## src/rtl/uart_oversampler.sv

```systemverilog
// Oversampling UART bit recoverer: start-edge hunt, centred majority vote per bit.
// Optional noise flag under `UART_OVERSAMPLER_NOISE_EN`.
module uart_oversampler #(
    parameter int OSR    = 16,
    parameter int WIN_LO = 6,
    parameter int WIN_HI = 9
) (
    input  logic clk,
    input  logic rst,
    input  logic tick,
    input  logic hunt,
    input  logic in,
    output logic out,
    output logic valid
`ifdef UART_OVERSAMPLER_NOISE_EN
    ,
    output logic noise
`endif
);

    localparam int PH_W = $clog2(OSR);
    localparam int VC_W = $clog2(WIN_HI - WIN_LO + 2);
    localparam logic [PH_W-1:0] PH_LAST = PH_W'(OSR - 1);

    typedef enum logic {
        HUNT   = 1'b0,
        SAMPLE = 1'b1
    } state_t;

    state_t            state, state_n;
    logic              sync1, s_in, prev;
    logic [PH_W-1:0]   phase, phase_n;
    logic [VC_W-1:0]   ones, ones_n, zeros, zeros_n;
    logic              out_n, valid_n, in_win;
`ifdef UART_OVERSAMPLER_NOISE_EN
    logic              noise_n;
`endif

    assign in_win = (int'(phase) >= WIN_LO) && (int'(phase) <= WIN_HI);

    always_comb begin
        state_n = state;
        phase_n = phase;
        ones_n  = ones;
        zeros_n = zeros;
        out_n   = out;
        valid_n = 1'b0;
`ifdef UART_OVERSAMPLER_NOISE_EN
        noise_n = 1'b0;
`endif
        if (hunt) begin
            state_n = HUNT;
            phase_n = '0;
            ones_n  = '0;
            zeros_n = '0;
        end else if (tick) begin
            if (state == HUNT) begin
                // The edge tick itself is phase 0 of the start bit.
                if (!s_in && prev) begin
                    state_n = SAMPLE;
                    phase_n = PH_W'(1);
                    ones_n  = '0;
                    zeros_n = '0;
                end
            end else if (phase == PH_LAST) begin
                out_n   = (ones > zeros);
                valid_n = 1'b1;
`ifdef UART_OVERSAMPLER_NOISE_EN
                noise_n = (ones != '0) && (zeros != '0);
`endif
                phase_n = '0;
                ones_n  = '0;
                zeros_n = '0;
            end else begin
                phase_n = phase + PH_W'(1);
                if (in_win) begin
                    if (s_in) ones_n  = ones + VC_W'(1);
                    else      zeros_n = zeros + VC_W'(1);
                end
            end
        end
    end

    always_ff @(posedge clk) begin
        if (rst) begin
            state <= HUNT;
            phase <= '0;
            ones  <= '0;
            zeros <= '0;
            sync1 <= 1'b1;
            s_in  <= 1'b1;
            prev  <= 1'b1;
            out   <= 1'b1;
            valid <= 1'b0;
`ifdef UART_OVERSAMPLER_NOISE_EN
            noise <= 1'b0;
`endif
        end else begin
            sync1 <= in;
            s_in  <= sync1;
            // Edge history follows every tick, even while hunt is held.
            if (tick) prev <= s_in;
            state <= state_n;
            phase <= phase_n;
            ones  <= ones_n;
            zeros <= zeros_n;
            out   <= out_n;
            valid <= valid_n;
`ifdef UART_OVERSAMPLER_NOISE_EN
            noise <= noise_n;
`endif
        end
    end

endmodule

```

## config.mk

```make
export PLATFORM = sky130hd
export DESIGN_NAME = uart_oversampler
export DESIGN_NICKNAME = d
export VERILOG_FILES = /design/src/rtl/uart_oversampler.sv
export SDC_FILE = /design/constraint.sdc
export NUM_CORES = 1
export LEC_CHECK = 0
export BUFFER_PORTS_ARGS = -buffer_cell sky130_fd_sc_hd__buf_4
export CAP_MARGIN = 30
export CORE_UTILIZATION = 55
export DETAILED_ROUTE_END_ITERATION = 6
export GPL_ROUTABILITY_DRIVEN = 0
export GPL_TIMING_DRIVEN = 0
export PLACE_DENSITY = 0.74
export SLEW_MARGIN = 20
export SYNTH_ARGS = -nofsm -noshare
export SYNTH_HDL_FRONTEND = slang
export SYNTH_SLANG_ARGS = --single-unit
```

## constraint.sdc

```tcl
create_clock -name clk -period 2.25 [get_ports clk]
set_input_delay 0.1125 -clock clk [delete_from_list [all_inputs] [get_ports clk]]
set_output_delay 0.1125 -clock clk [all_outputs]
set_load 0.02 [all_outputs]
```

==> key figures <==
Status
  – Status: complete, no violations

Clock network
  – H-tree levels: 1
  – CTS Sinks: 16
  – CTS tree: built
  – CTS Buf Count: 3
  – Post-CTS resize count: 0
  – Clock insertion delay at the later pin of the skew report: 0.29 ns
  – Clock transition at path regs: ~0.10 ns
  – Clk root buf: clkbuf_4
  – Clk buf depth: 2
  – Setup Fix Bufs, Post-CTS: 0

Timing
  – Slew margin rel.: between 50% and 60%
  – Final setup vio count: 0
  – RSZ-0062 raised after global routing: no
  – Max Fclk: 0.598 GHz
  – Slew Limit Fails: 0
  – Clock Skew: 0.00824 ns
  – Final period utilization: 74.4%
  – Final number of hold-violating endpoints: 0
  – Crit path time final: 1.67 ns
  – Worst Tran Pin Value: 0.678 ns
  – Post-route setup TNS: 0 ns
  – Worst hold margin: 0.0583 ns

Synth
  – Post-synthesis mux area share: 0%
  – Syn Area/Cell: 8.53 sq um
  – Mapped Cells: 105
  – Synth Area in XOR/XNOR: 0%
  – Post-synthesis compound-gate area fraction: 20.8%
  – Cell taking the most area after synthesis: dfxtp_1
  – Netlist Area Pre-Place: 896 sq um
  – Syn_nets: 119
  – Synth warnings: 0
  – Post-synthesis cell type count: 35
  – Sequential fraction of the synthesis area: 35.8%
  – Synth top area share: ~36%
  – Synth Area in Adders: 12.6%
  – Synth top area cells: dfxtp_1 (36%), ha_1 (13%), nor2_1 (4.2%)
  – Synthesized flop and latch total: 16
  – Simple-gate share of the synthesized area: 25.8%
  – Largest family of logic cells by synthesized area: simple AND/OR/NAND/NOR gates

Die
  – Vert. Die Dim: 42.4 um
  – Initial Utilization: roughly 59%
  – Core Area: about 1500 sq um
  – Rows: 14
  – Die W: about 42 um
  – Full die area: 1790 sq um
  – Ports: 7

Detailed routing
  – DRC viols: 0
  – Drt initial violations: 19
  – Vias per cell: roughly 6
  – Final WL: 1830 um
  – DR pass1 iterations: 4
  – Avg WL per Cell: 14.1 um
  – Final ANT Viol Nets: 0
  – Vias: 804

Power
  – Worst vdd ir: 0.000375 V
  – Pwr/cell area: 477 nW/um^2
  – Total Power: 470 uW
  – P_leak: 0.000393 uW

Finish
  – Post-Route Utilization: 65.4%
  – Most frequent cells in the layout: dfxtp_1 (16), nor2_1 (10), ha_1 (9), inv_1 (7), nand3_1 (7)
  – Area growth, synth to finish: 10.1%
  – # nets final: 130
  – Most common cell after layout, fill and taps aside: dfxtp_1
  – Final non-filler cell total: 130
  – ANT cells: 0
  – Share of cells above drive strength 1: 13.2%

Global route
  – Tot GR Track Use: between 20% and 30%
  – Largest net degree at the start of global routing: 10
  – First-pass GRT wire length: 3190 um
  – Initial antenna violation count: 0
  – Total grt overflow: 0
  – Vias in the first global route: 820

Critical path
  – Worst Path Max Fanout: 7
  – CP Class: reg -> reg
  – Worst Setup Start Kind: flip-flop
  – Required @ worst endpoint: 2.43 ns
  – CP endpoint kind: flip-flop
  – Worst path arrival time: 1.85 ns

Placed design
  – Final HPWL DP: 1360 um
  – Placed Instances: 126
  – I/O Buffers: 5

Run
  – Max-cap violations: 0

Hold path
  – HP Class: in -> reg
## metrics by stage
step                setup slack [ns]  area (sq um)
floorplan                      0.776           896
global placement               0.677           953
detailed placement             0.611           953
CTS                            0.590           976
global route                   0.484           986
finish                         0.577           986
## routing by layer
layer,wire length (um),global-route usage [%],vias to the layer above
met4,23,17.5,0
met1,860,25.9,372
li1,-,-,406
met2,862,38.2,22
met3,85,7.76,4
met5,0,0,-
## worst max-delay path: stages (launching register included)
cell     delay, ns
dfxtp_1       0.43
ha_1          0.25
nand3_1       0.24
or3_1         0.40
a21oi_1       0.15
o21ai_1       0.08
## synth_stat cells
master / instances
a211o_1: 1
a211oi_1: 1
a21o_1: 1
a21oi_1: 5
a31oi_1: 3
a32oi_1: 1
and3_1: 2
and4_1: 1
buf_2: 3
clkbuf_1: 1
dfxtp_1: 16
ha_1: 9
inv_1: 7
nand2_1: 4
nand2b_1: 1
nand2b_4: 1
nand3_1: 7
nand4_1: 4
nand4b_1: 1
nand4bb_1: 1
nor2_1: 10
nor2b_1: 4
o2111ai_1: 1
o211ai_1: 4
o21a_1: 1
o21ai_0: 1
o21ai_1: 5
o22a_2: 1
o22ai_1: 1
o311ai_1: 1
o41ai_1: 1
or2_1: 1
or2_2: 2
or3_1: 1
or4_1: 1
## registers in the layout, indices dropped and copies added (netlist names)
| signal | flops |
|---|---|
| phase | 4 |
| state | 1 |
| out | 1 |
| zeros | 3 |
| ones | 3 |
| valid | 1 |
| prev | 1 |
| s_in | 1 |
| sync1 | 1 |
## final cells by class
| class | instances | area (sq um) |
|---|---|---|
| Multi-Input combinational cell | 78 | 531 |
| Fill cell | 135 | 520 |
| Sequential cell | 16 | 320 |
| Timing Repair Buffer | 6 | 47.5 |
| Inverter | 7 | 26.3 |
| Clock buffer | 3 | 22.5 |
| Tap cell | 16 | 20.0 |
| Buffer | 4 | 18.8 |
## repair_timing
item                       CTS  global route
hold endpoints to repair     0             1
setup endpoints to repair    0             0
hold buffers                 0             1
## worst paths after layout
check | slack, ns | depth (start not counted) | endpoint | from
hold reg to reg | 0.41 | 1 | s_in | sync1
setup reg to reg | 0.58 | 5 | out | phase[1]
setup / recovery | 0.58 | 5 | out | phase[1]
hold / removal | 0.06 | 2 | prev | rst
## report_power, final
part	internal [uW]	total, uW	leakage [uW]	switching [uW]
clock network	62.3	155	0.0000138	93.1
registers	286	287	0.000130	0.962
logic	11.6	27.7	0.000249	16.1
## logic make-up (layout without fill, tap and decap cells)
kind of cell               after synthesis  in the layout
adders and majority gates                9              9
buffers and inverters                   11             20
and+or+nand+nor                         41             41
DFF                                     16             16
AOI/OAI and AO/OA                       28             28
Note: power is estimated with default switching activity, not from simulation.
